File: src/rtl/motor_ramp_sequencer.sv
// Purpose : steps a PWM motor driver select code between speed levels, with a dead time before reversal and an emergency stop.
// Latency : first psw change STEP_CYCLES edges after acceptance; a reversal adds a DEAD_CYCLES dead time at psw 000.
// Backpress: req_ready is high only in IDLE/HOLD with estop low; commands offered at any other time wait (are not taken).
//
// Ports:
//   clk, rst_n             clock, asynchronous active-low reset
//   req_valid/req_ready    command handshake; req_level (0..3) and req_dir (0 fwd, 1 rev) are taken on acceptance
//   estop                  synchronous, level-sensitive emergency stop (highest priority)
//   psw                    registered select code to the PWM driver (never 3'b111)
//   busy, state_o          status: busy outside IDLE/HOLD, state encoding IDLE=0 RAMP_UP=1 RAMP_DOWN=2 DEAD=3 HOLD=4
module motor_ramp_sequencer #(
    parameter logic [15:0] STEP_CYCLES = 16'd1000,
    parameter logic [15:0] DEAD_CYCLES = 16'd500
) (
    input  logic       clk,
    input  logic       rst_n,
    input  logic       req_valid,
    input  logic [1:0] req_level,
    input  logic       req_dir,
    output logic       req_ready,
    input  logic       estop,
    output logic [2:0] psw,
    output logic       busy,
    output logic [2:0] state_o
);

    typedef enum logic [2:0] {
        S_IDLE      = 3'd0,
        S_RAMP_UP   = 3'd1,
        S_RAMP_DOWN = 3'd2,
        S_DEAD      = 3'd3,
        S_HOLD      = 3'd4
    } state_t;

    state_t      state_q, state_d;
    logic [1:0]  cur_level_q, cur_level_d;
    logic        cur_dir_q, cur_dir_d;
    logic [1:0]  tgt_level_q, tgt_level_d;
    logic        tgt_dir_q, tgt_dir_d;
    logic [15:0] tmr_q, tmr_d;
    logic [2:0]  psw_q, psw_d;
    logic        rdy_en_q, rdy_en_d;

    logic        accept;
    logic        settled;
    logic [1:0]  lvl_nxt;

    // Reverse levels are shifted down by one so the top reverse speed is 110, never 111.
    function automatic logic [2:0] psw_code(input logic [1:0] lvl, input logic dir);
        logic [2:0] code;
        if (lvl == 2'd0) begin
            code = 3'b000;
        end else if (!dir) begin
            code = {1'b0, lvl};
        end else begin
            code = {1'b1, lvl - 2'd1};
        end
        return code;
    endfunction

    assign settled   = (state_q == S_IDLE) || (state_q == S_HOLD);
    // rdy_en_q keeps req_ready low during reset and until the first edge after release.
    assign req_ready = rdy_en_q && settled && !estop;
    assign accept    = req_valid && req_ready;
    assign busy      = !settled;
    assign state_o   = state_q;
    assign psw       = psw_q;

    always_comb begin
        state_d     = state_q;
        cur_level_d = cur_level_q;
        cur_dir_d   = cur_dir_q;
        tgt_level_d = tgt_level_q;
        tgt_dir_d   = tgt_dir_q;
        tmr_d       = (tmr_q != 16'd0) ? tmr_q - 16'd1 : 16'd0;
        rdy_en_d    = 1'b1;
        lvl_nxt     = cur_level_q;

        if (estop) begin
            // Reloading every cycle makes the dead time count from the last estop-high edge.
            cur_level_d = 2'd0;
            tgt_level_d = 2'd0;
            state_d     = S_DEAD;
            tmr_d       = DEAD_CYCLES - 16'd1;
        end else begin
            case (state_q)
                S_IDLE, S_HOLD: begin
                    if (accept) begin
                        tgt_level_d = req_level;
                        tgt_dir_d   = req_dir;
                        if ((req_level == cur_level_q && req_dir == cur_dir_q) ||
                            (req_level == 2'd0 && cur_level_q == 2'd0)) begin
                            state_d = (cur_level_q == 2'd0) ? S_IDLE : S_HOLD;
                        end else if (req_dir != cur_dir_q) begin
                            // Reversal: spin down first; from standstill go straight to the dead time.
                            if (cur_level_q != 2'd0) begin
                                state_d = S_RAMP_DOWN;
                                tmr_d   = STEP_CYCLES - 16'd1;
                            end else begin
                                state_d = S_DEAD;
                                tmr_d   = DEAD_CYCLES - 16'd1;
                            end
                        end else if (req_level > cur_level_q) begin
                            state_d = S_RAMP_UP;
                            tmr_d   = STEP_CYCLES - 16'd1;
                        end else begin
                            state_d = S_RAMP_DOWN;
                            tmr_d   = STEP_CYCLES - 16'd1;
                        end
                    end
                end

                S_RAMP_UP: begin
                    if (tmr_q == 16'd0) begin
                        tmr_d       = STEP_CYCLES - 16'd1;
                        lvl_nxt     = (cur_level_q != 2'd3) ? cur_level_q + 2'd1 : cur_level_q;
                        cur_level_d = lvl_nxt;
                        if (lvl_nxt >= tgt_level_q) begin
                            state_d = S_HOLD;
                        end
                    end
                end

                S_RAMP_DOWN: begin
                    if (tmr_q == 16'd0) begin
                        tmr_d       = STEP_CYCLES - 16'd1;
                        lvl_nxt     = (cur_level_q != 2'd0) ? cur_level_q - 2'd1 : cur_level_q;
                        cur_level_d = lvl_nxt;
                        if (tgt_dir_q != cur_dir_q) begin
                            if (lvl_nxt == 2'd0) begin
                                state_d = S_DEAD;
                                tmr_d   = DEAD_CYCLES - 16'd1;
                            end
                        end else if (lvl_nxt <= tgt_level_q) begin
                            state_d = (lvl_nxt == 2'd0) ? S_IDLE : S_HOLD;
                        end
                    end
                end

                S_DEAD: begin
                    if (tmr_q == 16'd0) begin
                        cur_dir_d = tgt_dir_q;
                        if (tgt_level_q != 2'd0) begin
                            state_d = S_RAMP_UP;
                            tmr_d   = STEP_CYCLES - 16'd1;
                        end else begin
                            state_d = S_IDLE;
                        end
                    end
                end

                default: begin
                    state_d     = S_IDLE;
                    cur_level_d = 2'd0;
                end
            endcase
        end

        psw_d = psw_code(cur_level_d, cur_dir_d);
    end

    always_ff @(posedge clk or negedge rst_n) begin
        if (!rst_n) begin
            state_q     <= S_IDLE;
            cur_level_q <= 2'd0;
            cur_dir_q   <= 1'b0;
            tgt_level_q <= 2'd0;
            tgt_dir_q   <= 1'b0;
            tmr_q       <= 16'd0;
            psw_q       <= 3'b000;
            rdy_en_q    <= 1'b0;
        end else begin
            state_q     <= state_d;
            cur_level_q <= cur_level_d;
            cur_dir_q   <= cur_dir_d;
            tgt_level_q <= tgt_level_d;
            tgt_dir_q   <= tgt_dir_d;
            tmr_q       <= tmr_d;
            psw_q       <= psw_d;
            rdy_en_q    <= rdy_en_d;
        end
    end

endmodule
File: config.mk
export PLATFORM = sky130hd
export DESIGN_NAME = motor_ramp_sequencer
export DESIGN_NICKNAME = d
export VERILOG_FILES = /design/src/rtl/motor_ramp_sequencer.sv
export SDC_FILE = /design/constraint.sdc
export NUM_CORES = 1
export LEC_CHECK = 0
export CORE_ASPECT_RATIO = 0.5
export CORE_MARGIN = 1.5
export CORE_UTILIZATION = 57
export DETAILED_ROUTE_END_ITERATION = 12
export DONT_BUFFER_PORTS = 1
export PLACE_DENSITY = 0.81
export SYNTH_ARGS = -nofsm -noshare
export SYNTH_HDL_FRONTEND = slang
export SYNTH_SLANG_ARGS = --single-unit
File: constraint.sdc
create_clock -name clk -period 2.5 [get_ports clk]
set_clock_uncertainty 0.15 [all_clocks]
set_input_delay 0.75 -clock clk [delete_from_list [all_inputs] [get_ports clk]]
set_output_delay 0.75 -clock clk [all_outputs]
set_load 0.02 [all_outputs]
# == After elaboration in Yosys (flattened, before gate mapping) ==
# Cells that the tools add are included.
# totals
in_bits,7
regBits,29
output_inout_bits,8
# op_classes
n_reduce_logical,25
n_eq_ne,16
n_mux,44
bitwise_logic,1
n_lt_le_gt_ge,3
add_sub_neg,4
# ops
cell,count
$mux W16,9
$pmux W16 S4,1
$mux W3,15
$mux W10,3
$mux W2,9
$logic_not A16 Y1,1
$reduce_bool A16 Y1,1
$sub A16 B1 Y16 const B,1
$ne A3 B3 Y1 const B,5
$pmux W3 S4,1
$logic_not A2 Y1,4
$ne A4 B4 Y1 const B,2
$reduce_bool A2 Y1,4
$reduce_and A7 Y1,1
$eq A3 B2 Y1 const B,2
$pmux W2 S3,1
$logic_and A1 B1 Y1,5
$mux W1,5
$sub A2 B1 Y2 const B,2
$eq A3 B1 Y1 const B,1
$eq A3 B3 Y1 const B,1
$logic_not A3 Y1,1
$reduce_and A3 Y1,1
$reduce_or A3 Y1,1
other kinds (13),16

# == Depth between registers and ports, before layout ==
# logic_depth
depth_word,9
ltp_mapped,11
ltp_nobuf,10

# == Worst setup path after synthesis ==
# No wires, ideal clock.
# synth_path
kind,register to register
startpoint,register tmr_q[0]
endpoint,register psw_q[1] (netlist: psw[1])
t_arrival_ns,2.197
stages_incl_launch_ff,11
synth_period_minus_slack_ns,2.441
required_ns,2.256
path_buffers,0
path_slack_ns,0.059
setup_time_ns,0.094
cell_sequence,dfrtp_1 inv_1 ha_1 nor4b_1 nand4_1 or3_1 a31oi_2 inv_1 ha_1 a21boi_0 a211oi_1
# synth_between
elab_chain_cells,7
elab_cells_between_ends,12
classes_between,add/sub: 1; mux: 9; reduce/logical: 2
# synth_lines
element,line,text
start: declaration,40,"logic [15:0] tmr_q, tmr_d;"
start signal: assignment,178,tmr_q <= tmr_d;
$logic_not A16 Y1 *,"114, 125",
"$mux W2, on equally long branches","125, 114",
$pmux W2 S3 *,86,case (state_q)
$mux W2 *,79,if (estop) begin
named net cur_level_d[0],36,"logic [1:0] cur_level_q, cur_level_d;"
$sub A2 B1 Y2,56,"code = {1'b1, lvl - 2'd1};"
$mux W3,53,end else if (!dir) begin
$mux W3 *,51,if (lvl == 2'd0) begin
named net psw_d[1],41,"logic [2:0] psw_q, psw_d;"
end signal: assignment,179,psw_q <= psw_d;
end: declaration,41,
# The timed path passes the listed nets; every way through them passes the cells marked *.
# A chain may end at the register's enable or synchronous reset.

# == Worst setup path in the final report ==
# layout_path
startpoint,register tmr_q[0]
endpoint,register psw_q[1] (netlist: psw[1])
# layout_between
elab_chain_cells,7
elab_cells_between_ends,12
classes_between,add/sub: 1; mux: 9; reduce/logical: 2
# layout_lines
element,line
$logic_not A16 Y1 *,"114, 125, 141"
"$mux W2, on equally long branches","125, 114"
$pmux W2 S3,86
$mux W2,79
$sub A2 B1 Y2,56
$mux W3,53
$mux W3 *,51
named net psw_d[1],41
# Marks and branches as above.

==> flow_metrics.tcl <==
set metrics [dict create \
    status "complete, but fails checks" \
    violations "design-rule violations, negative setup slack" \
    hold_ws_ns 0.364 \
    clockRootBuffer "clkbuf_8" \
    wirelength_mm 4.88 \
    cpMaxStageDelayCell "dfrtp_1" \
    ys_ff_latch 29 \
    use_met3 0.0933 \
    vias_per_cell 6.18 \
    die_y_um 44.3 \
    routabilityCongestion 0.920 \
    async_flop_share 1.00 \
    synth_cell_type_count 54 \
    worstMarginPinSlew_ns 1.08 \
    initial_core_util 0.624 \
    synthFlopType "dfrtp_1" \
    cp_cell_sequence "inv_2 -> ha_4 -> nor4b_4 -> nand4_1 -> buf_6 -> o21ai_0 -> o311ai_2 -> ha_1 -> a21boi_1 -> a211oi_1" \
    fmax_mhz 398 \
    setup_viol 1 \
    dr_total_vias 1775 \
    grt_pass1_wl_mm 7.80 \
    cp-end-kind "flop" \
    grt.busiest_layer "met2" \
    dp_hpwl_mm 3.30 \
    post-place-cells 273 \
    layout_min_cycle_time_ns 2.51 \
    ios 15 \
    cellLeakagePower_nw 0.994 \
    path_class "reg -> reg" \
    io_buffers 0 \
    cp_max_fo 6 \
    rsz0062_at_grt "yes" \
    yosysTopAreaCell "dfrtp_1" \
    clock-sinks 29 \
    grt_util_met1 0.374 \
    netlist_top_cells_count "dfrtp_1, nor2_1, nand2_1, inv_1, o21ai_0" \
    maxSlewHeadroom 0.276 \
    path_clk_slew_ns 0.07 \
    cts_tree "yes" \
    crit_path_max_incr_delay_ns 0.39 \
    layout-drive-gt1-share 0.215 \
    cts_max_level 2 \
    fin_nets 262 \
    grt_use_total 0.276 \
    area_growth_pct 19.3 \
    syn_avg_cell_area_sq_um 8.92 \
    drt_iter0_markers 124 \
    clockBufferDepth 2 \
    drv_slew 0 \
    required_ns 2.54 \
    synth_edf_count 0 \
    die_w_um 85.6 \
    wl_per_cell_um 17.0 \
    antenna_cells 0 \
    synth-seq-area-share 0.373 \
    netlist_instances 218 \
    final_cell_count_no_fill 287 \
    worstPathArrival_ns 2.55 \
    synth.area.top_cells "dfrtp_1, ha_1, xnor2_1, nor2_1, o21ai_0" \
    antenna_left 0 \
    synth_most_common_cell "dfrtp_1" \
    grt_use_met2 0.422 \
    fin_ws_ns -0.0118 \
    hp-class "in -> reg" \
    powerDensity_nw_per_um2 539 \
    vdd_ir_drop_max_v 0.000399 \
    cts_buffers 5 \
    fp.coreArea_sq_um 3120 \
    grt-ovfl-total 0 \
    route.detailed.drc 1 \
    maxCapViolations 0 \
    finalCritPeriodShare 1.00 \
    synth_fp_nets 234 \
    antenna_found_initial 0 \
    clkLatencyLatePin_ns 0.29 \
    yosysWarnings 0 \
    die_area_sq_um 3790 \
    start_kind "flop" \
    finalHoldViolations 0 \
    grt_start_max_net_pins 25 \
    grt_pass1_vias 1645 \
    synth_top_area_frac 0.373 \
    row_count 14 \
    placedInstanceArea_sq_um 2130 \
    final_area_sq_um 2320 \
    firstDrtPassIters 9 \
    netlist_area_sq_um 1950 \
]
[per-stage QoR]
stage           util  setup TNS (ns)  power, mW  setup WS (ns)
6_report       0.744         -0.0118       1.25        -0.0118
5_1_grt        0.744          -0.278       1.30         -0.136
4_1_cts        0.724               0       1.23        0.00647
3_5_place_dp   0.685          -0.134      0.832         -0.134
3_3_place_gp   0.685         -0.0423      0.822        -0.0423
2_1_floorplan      -               0      0.748         0.0594
[registers in the layout, summed over array words and instances, names as in the netlist]
register     cells
cur_dir_q        1
cur_level_q      2
psw              3
rdy_en_q         1
state_o          3
tgt_dir_q        1
tgt_level_q      2
tmr_q           16
[cells in the final DEF (no fill, tap or decap), types with 5 or more instances in the layout]
cell	instances
dfrtp_1	29
buf_4	27
nor2_1	24
nand2_1	15
o21ai_0	13
inv_1	12
xnor2_1	11
ha_1	8
nand2b_1	7
and3_1	5
clkbuf_8	5
[worst max-delay path, delay by kind of cell, from the launching register on]
kind | cells | cell delay, ns
buffers and inverters | 2 | 0.28
DFF | 1 | 0.39
adders and majority gates | 2 | 0.43
AOI/OAI and AO/OA | 4 | 0.75
and+or+nand+nor | 2 | 0.42
[area by class of cell]
class	count	area (sq um)
inverters	14	52.6
clock buffers	5	68.8
clock inverters	3	17.5
well taps	40	50.0
multi-input cells	166	1170
repair buffers	30	234
flip-flops and latches	29	726
fillers	239	797
[per-layer routing]
layer,vias up,part of all wire
met1,842,0.46
met5,-,0
met2,81,0.45
met3,23,0.066
li1,829,-
met4,0,0.017
[report_power, final]
part	switching [mW]	internal [mW]
clock network	0.201	0.192
logic	0.194	0.134
registers	0.0384	0.491
[what timing repair did]
| item | 4_1_cts | 5_1_grt |
|---|---|---|
| endpoints found under the setup margin | 2 | 6 |
| pin swaps | 2 | 4 |
| endpoints found under the hold margin | 24 | 0 |
| gates cloned | 0 | 0 |
| gates resized for setup | 2 | 10 |
| setup buffers | 0 | 4 |
| hold buffers | 2 | 0 |
[worst paths after layout]
path,depth (start not counted),slack [ns],startpoint,to
worst max-delay path,10,-0.01,tmr_q[0]$_DFF_PN0_,psw[1]$_DFF_PN0_
worst min-delay path,1,0.36,estop,tgt_level_q[0]$_DFFE_PN0P_
worst max register to register,10,-0.01,tmr_q[0]$_DFF_PN0_,psw[1]$_DFF_PN0_
worst min register to register,2,0.41,tmr_q[12]$_DFF_PN0_,tmr_q[12]$_DFF_PN0_
max in group asynchronous,1,0.59,rst_n,psw[2]$_DFF_PN0_
min in group asynchronous,1,0.64,rst_n,tmr_q[4]$_DFF_PN0_
[cells by family (layout without fill, tap and decap cells)]
logic type,count (synthesis),after routing,share of synthesized area
buffers and inverters,23,52,0.0482
and+or+nand+nor,87,87,0.247
AOI/OAI and AO/OA,51,51,0.188
muxes,4,4,0.0212
DFF,29,29,0.373
adders and majority gates,9,9,0.0579
xor gates and xnor gates,14,14,0.0630
other,1,1,0.00193
(Power assumes the default switching activity.)
